<file path="src/rtl/spi_regfile_pkg.sv">
// Shared types and sizing helpers for the SPI register-file peripheral.
// Optional feature macro used by the top level: SPI_READBACK_EN.
package spi_regfile_pkg;

  // Frame-tracking FSM states.
  typedef enum logic [2:0] {
    IDLE   = 3'd0,
    ADDR   = 3'd1,
    DATA   = 3'd2,
    FULL   = 3'd3,
    COMMIT = 3'd4
  } state_t;

  // Bits in one frame: rw flag, address field, data field.
  function automatic int frame_len(input int addr_w, input int data_w);
    return 1 + addr_w + data_w;
  endfunction

  // Bit counter width; it must reach frame_len+1 so overruns stay visible.
  function automatic int cnt_width(input int flen);
    return $clog2(flen + 2);
  endfunction

endpackage

</file>
<file path="src/rtl/spi_regfile_periph_if.sv">
// Pin-level SPI bundle between the chip pads and the register-file peripheral.
// Protocol: mode 0. ncs_in low frames a transfer; copi_in is sampled on sclk_in
// rising edges and cipo_out changes on falling edges. There is no back-pressure:
// every sclk rising edge while ncs_in is low carries exactly one bit, and the
// peripheral drives cipo_out onto the pad only while cipo_oe is high.
interface spi_regfile_periph_if;
  logic ncs_in;
  logic copi_in;
  logic sclk_in;
  logic cipo_out;
  logic cipo_oe;

  modport master (output ncs_in, output copi_in, output sclk_in,
                  input cipo_out, input cipo_oe);
  modport slave  (input ncs_in, input copi_in, input sclk_in,
                  output cipo_out, output cipo_oe);
endinterface

</file>
<file path="src/rtl/spi_sync_edge.sv">
// Multi-flop synchroniser for one asynchronous pin, followed by a single
// history flop that yields one-clk rise/fall pulses on the synced level.
module spi_sync_edge #(
  parameter int   SYNC_STAGES = 2,
  parameter logic RST_VAL     = 1'b0
) (
  input  logic clk,
  input  logic rst_n,
  input  logic async_in,
  output logic level,
  output logic rise,
  output logic fall
);

  logic [SYNC_STAGES-1:0] sync_q;
  logic                   prev_q;

  // Synchroniser chain plus edge-detect history; resets to the pin's idle level
  // so leaving reset never fabricates an edge.
  always_ff @(posedge clk or negedge rst_n) begin
    if (!rst_n) begin
      sync_q <= {SYNC_STAGES{RST_VAL}};
      prev_q <= RST_VAL;
    end else begin
      sync_q <= {sync_q[SYNC_STAGES-2:0], async_in};
      prev_q <= sync_q[SYNC_STAGES-1];
    end
  end

  assign level = sync_q[SYNC_STAGES-1];
  assign rise  = level & ~prev_q;
  assign fall  = ~level & prev_q;

endmodule

</file>
<file path="src/rtl/spi_regfile_periph.sv">
// SPI mode-0 peripheral holding NUM_REGS x DATA_W configuration registers.
// Frame: rw bit (1 = write), ADDR_W address bits, DATA_W data bits, MSB first.
// Writes land when ncs rises after an exactly-sized frame with an in-range
// address; malformed frames pulse frame_err instead.
// Optional feature macro: SPI_READBACK_EN (read frames return reg[addr] on cipo).
module spi_regfile_periph
  import spi_regfile_pkg::*;
#(
  parameter int NUM_REGS    = 5,
  parameter int DATA_W      = 8,
  parameter int ADDR_W      = 7,
  parameter int SYNC_STAGES = 2
) (
  input  logic                       clk,
  input  logic                       rst_n,
  spi_regfile_periph_if.slave        spi,
  output logic [NUM_REGS*DATA_W-1:0] regs_out,
  output logic [NUM_REGS-1:0]        wr_strobe,
  output logic                       frame_err,
  output state_t                     dbg_state
);

  localparam int FRAME_LEN = frame_len(ADDR_W, DATA_W);
  localparam int HDR_LEN   = 1 + ADDR_W;
  localparam int CNT_W     = cnt_width(FRAME_LEN);

  localparam logic [CNT_W-1:0] CNT_HDR_LAST   = CNT_W'(HDR_LEN - 1);
  localparam logic [CNT_W-1:0] CNT_FRAME      = CNT_W'(FRAME_LEN);
  localparam logic [CNT_W-1:0] CNT_FRAME_LAST = CNT_W'(FRAME_LEN - 1);
  localparam logic [CNT_W-1:0] CNT_SAT        = CNT_W'(FRAME_LEN + 1);
  localparam logic [ADDR_W:0]  NUM_REGS_CMP   = (ADDR_W + 1)'(NUM_REGS);

  // Synced pin views.
  logic ncs_level, ncs_rise, ncs_fall;
  logic sclk_level, sclk_rise, sclk_fall;
  logic copi_level, copi_rise, copi_fall;

  spi_sync_edge #(.SYNC_STAGES(SYNC_STAGES), .RST_VAL(1'b1)) u_sync_ncs (
    .clk(clk), .rst_n(rst_n), .async_in(spi.ncs_in),
    .level(ncs_level), .rise(ncs_rise), .fall(ncs_fall)
  );

  spi_sync_edge #(.SYNC_STAGES(SYNC_STAGES), .RST_VAL(1'b0)) u_sync_sclk (
    .clk(clk), .rst_n(rst_n), .async_in(spi.sclk_in),
    .level(sclk_level), .rise(sclk_rise), .fall(sclk_fall)
  );

  spi_sync_edge #(.SYNC_STAGES(SYNC_STAGES), .RST_VAL(1'b0)) u_sync_copi (
    .clk(clk), .rst_n(rst_n), .async_in(spi.copi_in),
    .level(copi_level), .rise(copi_rise), .fall(copi_fall)
  );

  // Entry into ADDR is level-based, and copi is only ever sampled as a level.
  logic unused_edges;
  assign unused_edges = ^{ncs_fall, copi_rise, copi_fall, sclk_level};

  // FSM and frame datapath signals.
  state_t                 state_q, state_d;
  logic [CNT_W-1:0]       cnt_q;
  logic [FRAME_LEN-1:0]   shift_q, shift_d;
  logic                   bit_in;
  logic                   shift_en, cnt_en, frame_clr;
  logic                   commit_wr, commit_err;
  logic                   frame_rw, frame_ok, addr_ok;
  logic [ADDR_W-1:0]      frame_addr;
  logic [DATA_W-1:0]      frame_data;
  logic [NUM_REGS-1:0]    wr_sel;
  logic [NUM_REGS-1:0]    wr_strobe_q;
  logic                   frame_err_q;

  // A bit is only taken while the chip is selected; sclk with ncs high is noise.
  assign bit_in  = sclk_rise & ~ncs_level;
  assign shift_d = {shift_q[FRAME_LEN-2:0], copi_level};

  assign frame_rw   = shift_q[FRAME_LEN-1];
  assign frame_addr = shift_q[DATA_W +: ADDR_W];
  assign frame_data = shift_q[DATA_W-1:0];
  assign frame_ok   = (cnt_q == CNT_FRAME);
  assign addr_ok    = ({1'b0, frame_addr} < NUM_REGS_CMP);

  // State register.
  always_ff @(posedge clk or negedge rst_n) begin
    if (!rst_n) state_q <= IDLE;
    else        state_q <= state_d;
  end

  // Next-state logic: ncs rise ends the frame from any active state.
  always_comb begin
    state_d = state_q;
    case (state_q)
      IDLE: begin
        if (ncs_rise)        state_d = COMMIT;
        else if (!ncs_level) state_d = ADDR;
      end
      ADDR: begin
        if (ncs_rise)                              state_d = COMMIT;
        else if (bit_in && cnt_q == CNT_HDR_LAST)  state_d = DATA;
      end
      DATA: begin
        if (ncs_rise)                                state_d = COMMIT;
        else if (bit_in && cnt_q == CNT_FRAME_LAST)  state_d = FULL;
      end
      FULL: begin
        if (ncs_rise) state_d = COMMIT;
      end
      COMMIT:  state_d = IDLE;
      default: state_d = IDLE;
    endcase
  end

  // Output decode: shift/count enables and the commit verdict.
  always_comb begin
    shift_en   = 1'b0;
    cnt_en     = 1'b0;
    frame_clr  = 1'b0;
    commit_wr  = 1'b0;
    commit_err = 1'b0;
    case (state_q)
      ADDR, DATA: begin
        shift_en = bit_in;
        cnt_en   = bit_in;
      end
      FULL: begin
        cnt_en = bit_in && (cnt_q != CNT_SAT);
      end
      COMMIT: begin
        frame_clr  = 1'b1;
        commit_wr  = frame_ok && frame_rw && addr_ok;
        commit_err = !frame_ok || (frame_rw && !addr_ok);
      end
      default: ;
    endcase
  end

  // Bit counter and frame shift register; cleared as each frame is retired.
  always_ff @(posedge clk or negedge rst_n) begin
    if (!rst_n) begin
      cnt_q   <= '0;
      shift_q <= '0;
    end else if (frame_clr) begin
      cnt_q   <= '0;
      shift_q <= '0;
    end else begin
      if (cnt_en)   cnt_q   <= cnt_q + 1'b1;
      if (shift_en) shift_q <= shift_d;
    end
  end

  // Register bank: one DATA_W register per address.
  for (genvar k = 0; k < NUM_REGS; k++) begin : g_reg
    logic [DATA_W-1:0] reg_q;

    assign wr_sel[k] = commit_wr && (frame_addr == ADDR_W'(k));

    // Capture data on the commit cycle of a write addressed here.
    always_ff @(posedge clk or negedge rst_n) begin
      if (!rst_n)         reg_q <= '0;
      else if (wr_sel[k]) reg_q <= frame_data;
    end

    assign regs_out[k*DATA_W +: DATA_W] = reg_q;
  end

  // Strobe and error pulses, registered so they coincide with the new regs_out.
  always_ff @(posedge clk or negedge rst_n) begin
    if (!rst_n) begin
      wr_strobe_q <= '0;
      frame_err_q <= 1'b0;
    end else begin
      wr_strobe_q <= wr_sel;
      frame_err_q <= commit_err;
    end
  end

  assign wr_strobe = wr_strobe_q;
  assign frame_err = frame_err_q;
  assign dbg_state = state_q;

`ifdef SPI_READBACK_EN
  localparam logic [CNT_W-1:0] CNT_HDR = CNT_W'(HDR_LEN);

  logic [DATA_W-1:0] shift_out_q;
  logic [DATA_W-1:0] rd_val;
  logic [ADDR_W-1:0] rd_addr;
  logic              rd_rw;
  logic              load_out;
  logic              shift_out_en;

  // The header is complete in shift_d on the ADDR->DATA transition cycle.
  assign rd_rw    = shift_d[ADDR_W];
  assign rd_addr  = shift_d[ADDR_W-1:0];
  assign load_out = (state_q == ADDR) && (state_d == DATA);
  // The first falling edge in DATA precedes the first data rise, so the MSB must
  // be held through it; shift only after at least one data bit was sampled.
  assign shift_out_en = sclk_fall && !ncs_level && (state_q == DATA) && (cnt_q != CNT_HDR);

  // Read mux; out-of-range addresses read as zero.
  always_comb begin
    rd_val = '0;
    for (int k = 0; k < NUM_REGS; k++) begin
      if (rd_addr == ADDR_W'(k)) rd_val = regs_out[k*DATA_W +: DATA_W];
    end
  end

  // Read-back shifter: loaded once per read frame, so a commit cannot disturb it.
  always_ff @(posedge clk or negedge rst_n) begin
    if (!rst_n)            shift_out_q <= '0;
    else if (frame_clr)    shift_out_q <= '0;
    else if (load_out)     shift_out_q <= rd_rw ? '0 : rd_val;
    else if (shift_out_en) shift_out_q <= shift_out_q << 1;
  end

  assign spi.cipo_out = shift_out_q[DATA_W-1];
  assign spi.cipo_oe  = !ncs_level && ((state_q == DATA) || (state_q == FULL));
`else
  logic unused_sclk_fall;
  assign unused_sclk_fall = sclk_fall;

  assign spi.cipo_out = 1'b0;
  assign spi.cipo_oe  = 1'b0;
`endif

endmodule

</file>
<file path="src/flat_wrapper.sv">
// flat-port wrapper written by rule: the top's interface ports become plain ports
module spi_regfile_periph_flat import spi_regfile_pkg::*;
#(
  parameter int NUM_REGS    = 5,
  parameter int DATA_W      = 8,
  parameter int ADDR_W      = 7,
  parameter int SYNC_STAGES = 2
)
  (clk, rst_n, regs_out, wr_strobe, frame_err, dbg_state, spi_ncs_in, spi_copi_in, spi_sclk_in, spi_cipo_out, spi_cipo_oe);
  spi_regfile_periph_if spi_i ();
  input  logic clk;
  input  logic rst_n;
  output logic [NUM_REGS*DATA_W-1:0] regs_out;
  output logic [NUM_REGS-1:0] wr_strobe;
  output logic frame_err;
  output state_t dbg_state;
  input wire logic [$bits(spi_i.ncs_in)-1:0] spi_ncs_in;
  input wire logic [$bits(spi_i.copi_in)-1:0] spi_copi_in;
  input wire logic [$bits(spi_i.sclk_in)-1:0] spi_sclk_in;
  output wire logic [$bits(spi_i.cipo_out)-1:0] spi_cipo_out;
  output wire logic [$bits(spi_i.cipo_oe)-1:0] spi_cipo_oe;
  assign spi_i.ncs_in = spi_ncs_in;
  assign spi_i.copi_in = spi_copi_in;
  assign spi_i.sclk_in = spi_sclk_in;
  assign spi_cipo_out = spi_i.cipo_out;
  assign spi_cipo_oe = spi_i.cipo_oe;
  spi_regfile_periph #(.NUM_REGS(NUM_REGS), .DATA_W(DATA_W), .ADDR_W(ADDR_W), .SYNC_STAGES(SYNC_STAGES)) u_core (.clk(clk), .rst_n(rst_n), .spi(spi_i), .regs_out(regs_out), .wr_strobe(wr_strobe), .frame_err(frame_err), .dbg_state(dbg_state));
endmodule
</file>
<file path="config.mk">
export PLATFORM = sky130hd
export DESIGN_NAME = spi_regfile_periph_flat
export DESIGN_NICKNAME = d
export VERILOG_FILES = /design/src/rtl/spi_regfile_pkg.sv /design/src/rtl/spi_regfile_periph_if.sv /design/src/rtl/spi_sync_edge.sv /design/src/rtl/spi_regfile_periph.sv /design/src/flat_wrapper.sv
export SDC_FILE = /design/constraint.sdc
export NUM_CORES = 1
export LEC_CHECK = 0
export ABC_AREA = 1
export BUFFER_PORTS_ARGS = -buffer_cell sky130_fd_sc_hd__buf_2
export CAP_MARGIN = 5
export CELL_PAD_IN_SITES_DETAIL_PLACEMENT = 1
export CELL_PAD_IN_SITES_GLOBAL_PLACEMENT = 1
export CORE_MARGIN = 5
export CORE_UTILIZATION = 41
export CTS_BUF_LIST = sky130_fd_sc_hd__clkbuf_8
export CTS_CLUSTER_DIAMETER = 150
export DETAILED_ROUTE_END_ITERATION = 10
export GPL_ROUTABILITY_DRIVEN = 0
export PLACE_DENSITY = 0.86
export SYNTH_ARGS = -nofsm -noshare
export SYNTH_HDL_FRONTEND = slang
export SYNTH_SLANG_ARGS = --single-unit
</file>
<file path="constraint.sdc">
create_clock -name clk -period 3.6 [get_ports clk]
set_clock_uncertainty 0.05 [all_clocks]
set_input_delay 0.36 -clock clk [delete_from_list [all_inputs] [get_ports clk]]
set_output_delay 0.36 -clock clk [all_outputs]
set_load 0.02 [all_outputs]
</file>
# ---- Yosys cells after proc, flatten, opt, wreduce, memory -nomap -nowiden
# Index checks and enable logic that the tools add are counted.
dict set report totals {
  mem_bits_ro 0
  regBits 78
  ramBits 0
  wordCells 76
  mem_count 0
  latchBits 0
}
dict set report classes {
  n_reduce_logical 20
  div_mod_pow 0
  n_mul 0
  n_shift 0
  n_bitwise 6
  n_lt_le_gt_ge 1
  add_sub_neg 1
  muxes 17
  n_eq_ne 16
}
# operator n
set ops {}
lappend ops {{$mux 16} 2}
lappend ops {{$mux 3} 7}
lappend ops {{$eq 7x2->1 const B} 2}
lappend ops {{$pmux 3 s4} 1}
lappend ops {{$logic_and 1x1->1} 11}
lappend ops {{$mux 5} 2}
lappend ops {{$eq 7x1->1 const B} 1}
lappend ops {{$eq 7x3->1 const B} 1}
lappend ops {{$logic_not 7->1} 1}
lappend ops {{$lt 7x3->1 const B} 1}
lappend ops {{$eq 3x2->1 const B} 2}
lappend ops {{$ne 3x1->1 const B} 2}
lappend ops {{$add 5x1->5 const B} 1}
lappend ops {{$eq 5x3->1 const B} 1}
lappend ops {{$eq 5x4->1 const B} 1}
lappend ops {{$eq 5x5->1 const B} 1}
lappend ops {{$ne 5x5->1 const B} 1}
lappend ops {{$mux 1} 4}
lappend ops {{$reduce_and 4->1} 1}
lappend ops {{$reduce_bool 2->1} 2}
lappend ops {{$and 1x1->1} 3}
lappend ops {{$eq 3x1->1 const B} 1}
lappend ops {{$eq 3x3->1 const B} 1}
lappend ops {{$logic_not 3->1} 1}
lappend ops {{7 further kinds} 10}

# ---- Depth between registers and ports, before layout
dict set report logic_depth {
  ltp_word 7
  mapped_depth 9
  mapped_depth_nobuf 9
}

# ---- By module
# From an unflattened synthesis, not the netlist that was laid out.
dict set report unflattened {
  hier_cells 456
  area_unflattened_um2 3797.4
}
# mod area_per_inst_um2 instances cells_each
set modules_own_cells {}
lappend modules_own_cells {spi_regfile_periph 3523.4 1 435}
lappend modules_own_cells {{spi_sync_edge at u_core.u_sync_copi ...} 90.1 2 7}
lappend modules_own_cells {{spi_sync_edge at u_core.u_sync_ncs} 93.8 1 7}

# ---- Worst setup path after synthesis
# OpenSTA, ideal clock, no wires.
dict set report synth_timing {
  kind {flip-flop to flip-flop}
  from {register u_core.state_q[1], in the netlist u_core.dbg_state[1]}
  to {register u_core.g_reg[4].reg_q[5]}
  path_buffers 2
  setup_time_ns 0.113
  stages_incl_launch_ff 9
  setup_slack_ns 2.027
  required_time_ns 3.437
  arrival_ns 1.409
  path_cell_list {dfrtp_1 nor2_2 nand3_2 nor2_4 buf_6 buf_8 nand4_1 nand2_1 inv_1}
}
dict set report synth_via {
  elab_chain_cells 3
}
# element line_no
set synth_lines {}
lappend synth_lines {{start, declared} spi_regfile_periph.sv:58} ;# state_t state_q, state_d;
lappend synth_lines {{start signal, assigned} spi_regfile_periph.sv:84} ;# else state_q <= state_d;
lappend synth_lines {{$eq 3x3->1} spi_regfile_periph.sv:118} ;# case (state_q)
lappend synth_lines {{$mux 1} spi_regfile_periph.sv:118}
lappend synth_lines {{$logic_and 1x1->1} spi_regfile_periph.sv:153} ;# assign wr_sel[k] = commit_wr && (frame_addr == ADDR_W'(k));
lappend synth_lines {{end signal, assigned} spi_regfile_periph.sv:158} ;# else if (wr_sel[k]) reg_q <= frame_data;
lappend synth_lines {{end, declared} spi_regfile_periph.sv:151} ;# logic [DATA_W-1:0] reg_q;
# Every way passes these cells.
# A chain may end at the register's enable or synchronous reset.

# ---- Final worst setup path
dict set report layout_timing {
  from {register u_core.cnt_q[0]}
  to {register u_core.g_reg[2].reg_q[2]}
}
dict set report layout_via {
  elab_chain_cells 5
}
# element line_no
set layout_lines {}
lappend layout_lines {{start, declared} spi_regfile_periph.sv:59} ;# logic [CNT_W-1:0] cnt_q;
lappend layout_lines {{start signal, assigned} spi_regfile_periph.sv:144} ;# if (cnt_en) cnt_q <= cnt_q + 1'b1;
lappend layout_lines {{$eq 5x5->1} spi_regfile_periph.sv:78} ;# assign frame_ok = (cnt_q == CNT_FRAME);
lappend layout_lines {{$logic_and 1x1->1 (2 in series)} spi_regfile_periph.sv:128} ;# commit_wr = frame_ok && frame_rw && addr_ok;
lappend layout_lines {{$mux 1} spi_regfile_periph.sv:118}
lappend layout_lines {{$logic_and 1x1->1} spi_regfile_periph.sv:153}
lappend layout_lines {{end signal, assigned} spi_regfile_periph.sv:158}
lappend layout_lines {{end, declared} spi_regfile_periph.sv:151}
# Every way passes these cells.

==> impl_metrics.json <==
{
  "syn_area_mm2": 0.00361,
  "seq_area_frac_synth": 0.542,
  "p_seq_frac": 0.491,
  "crit_arrival_ns": 2.36,
  "internal_power_mw": 1.40,
  "final_common_cell": "nand2_1",
  "run_status": "complete, no violations",
  "crit_path_max_incr_delay_ns": 0.54,
  "cp_max_fo": 22,
  "io_buffers": 53,
  "critPathRequiredTime_ns": 3.77,
  "gr-total-overflow": 0,
  "rows": 34,
  "grt_pass1_wl_um": 15500,
  "insertion_delay_ns": 0.35,
  "finalHoldViolCount": 0,
  "mostFrequentLayoutCells": "nand2_1, dfrtp_1, inv_1",
  "switchingPower_mw": 0.574,
  "dp_hpwl_um": 6260,
  "irDropWorstVdd_mv": 0.212,
  "fin_nets": 465,
  "core_area_mm2": 0.00864,
  "cts_num_sinks": 78,
  "slowest_stage": "nor2_4",
  "clockBufferDepth": 2,
  "finalWirelength_um": 9060,
  "pre_cts_ws_ns": 1.50,
  "p_total_mw": 1.97,
  "wire_per_inst_um": 15.9,
  "first_global_vias": 3061,
  "synth.avg_cell_area_um2": 8.89,
  "max_freq_mhz": 458,
  "maxSlewHeadroom": 0.335,
  "pwr-share-clk": 0.375,
  "worst_pin_slew_ns": 0.998,
  "htreeDepth": 3,
  "rrSetupSlack_ns": 1.42,
  "clockRootBuffer": "clkbuf_8",
  "path_delay_family": "simple AND/OR/NAND/NOR gates",
  "antenna_found_initial": 0,
  "hp-class": "in -> reg",
  "comb_power_share": 0.134,
  "drt_first_pass_iters": 4,
  "swShare": 0.291,
  "setup_viol": 0,
  "grtUsageTotal": 0.174,
  "drive_gt1_frac": 0.215,
  "crit_path_end_kind": "flip-flop",
  "holdBufCountCts": 0,
  "slew_viol_final": 0,
  "synth.top_cell.area_share": 0.520,
  "dieArea_mm2": 0.0108,
  "num_antenna_cells": 0,
  "setup_slack_ns": 1.42,
  "cap_violations": 0,
  "clk_transition_reported_paths_ns": 0.08,
  "cts_tree": "yes",
  "tns_ns": 0,
  "drcViolationCount": 0,
  "dr_total_vias": 2995,
  "power_density_mw_per_mm2": 477,
  "ys_top_cells_by_area": "dfrtp_1, nand2_1, nand4_1",
  "ys_warn_count": 0,
  "cp_num_buf_inv": 1,
  "period_share": 0.606,
  "path_cells": "inv_1 -> ha_1 -> nand3_2 -> nor2_4 -> nand3_4 -> nand2_1 -> o21ai_1",
  "yosysTopAreaCell": "dfrtp_1",
  "cts_resized": 0,
  "io_pins": 56,
  "crit_type": "reg -> reg",
  "startpoint_type": "flip-flop",
  "rsz0062_at_grt": "false",
  "fp.dieW_um": 104,
  "vias_per_cell": 5.26,
  "synthesis.instances": 406,
  "cts_buffers": 9,
  "drt_iter0_drc": 134,
  "area_delta_synth_final_pct": 14.6,
  "layout_min_cycle_time_ns": 2.18,
  "ys_types": 27,
  "die_h_um": 104,
  "leakage_nw": 2.32,
  "grt_max_degree": 79,
  "initial_core_util": 0.418,
  "postRouteAntennaNets": 0,
  "postCtsSetupBuffers": 0,
  "ys_ff_latch": 78
}
## kinds of logic (layout without fill, tap and decap cells)
kind of cell | count (synthesis) | after routing | synth area share
AOI/OAI and AO/OA | 30 | 30 | 0.0430
xor gates and xnor gates | 2 | 2 | 0.00485
adders and majority gates | 4 | 4 | 0.0139
buffers and inverters | 78 | 132 | 0.0943
DFF | 78 | 78 | 0.542
other | 1 | 2 | 0.00104
and+or+nand+nor | 213 | 213 | 0.301
## layout make-up
cell class | count | area (µm²)
sequential | 78 | 1960
clock inverter | 6 | 85.1
fill | 1064 | 4500
multi-input combinational | 251 | 1320
clock buffer | 10 | 138
tap | 108 | 135
inverter | 63 | 236
timing repair buffer | 53 | 268
## path summary, 6_finish.rpt
kind	start	to	cells after the start
setup / recovery	u_core.cnt_q[0]	u_core.g_reg[2].reg_q[2]	7
hold / removal	spi_ncs_in	u_core.u_sync_ncs.sync_q[0]	1
setup reg to reg	u_core.cnt_q[0]	u_core.g_reg[2].reg_q[2]	7
hold reg to reg	u_core.u_sync_copi.sync_q[0]	u_core.u_sync_copi.sync_q[1]	0
max in group asynchronous	rst_n	u_core.shift_q[11]	1
min in group asynchronous	rst_n	u_core.u_sync_sclk.sync_q[0]	1
## sequential cells by signal, summed over array words and instances, names as in the netlist
name / cells
u_core.u_sync_sclk.sync_q: 2
u_core.shift_q: 16
u_core.dbg_state: 3
u_core.u_sync_sclk.prev_q: 1
u_core.u_sync_copi.sync_q: 2
u_core.u_sync_ncs.prev_q: 1
u_core.wr_strobe: 5
u_core.cnt_q: 5
u_core.frame_err: 1
u_core.u_sync_ncs.sync_q: 2
u_core.g.reg_q: 40
## synthesized netlist by cell type (all sizes together)
cell type / instances
nor3: 2
nand3: 35
nand4: 43
inv: 63
nand2: 103
conb: 1
o31ai: 2
buf: 14
dfstp: 3
ha: 4
dfrtp: 75
xor2: 2
nand3b: 3
clkbuf: 1
o21ai: 28
nor2: 27
## power groups by stage
stage,clock network (mW),logic [mW],registers (mW)
floorplan,0,0.169,0.989
global route,0.798,0.295,0.979
finish,0.739,0.264,0.969
CTS,0.755,0.271,0.969
global placement,0,0.255,0.982
detailed placement,0,0.269,0.986
## metrics by stage
step / utilization / std cells / instance area [µm²] / hold slack, ns
after floorplan: - / 407 / 3610 / 0.0144
after global routing: 0.479 / 569 / 4140 / 0.0330
after CTS: 0.479 / 569 / 4140 / 0.0447
final: 0.479 / 569 / 4140 / 0.0565
after global placement: 0.453 / 553 / 3910 / 0.286
after detailed placement: 0.453 / 553 / 3910 / 0.286
## per-layer routing
layer,GRT usage,vias to the layer above,wire [µm]
li1,-,1416,-
met1,0.224,1513,3990
met2,0.284,48,4530
met3,0.0417,18,334
met4,0.0648,0,206
met5,0,-,0
Power figures use the tool's default switching activity.
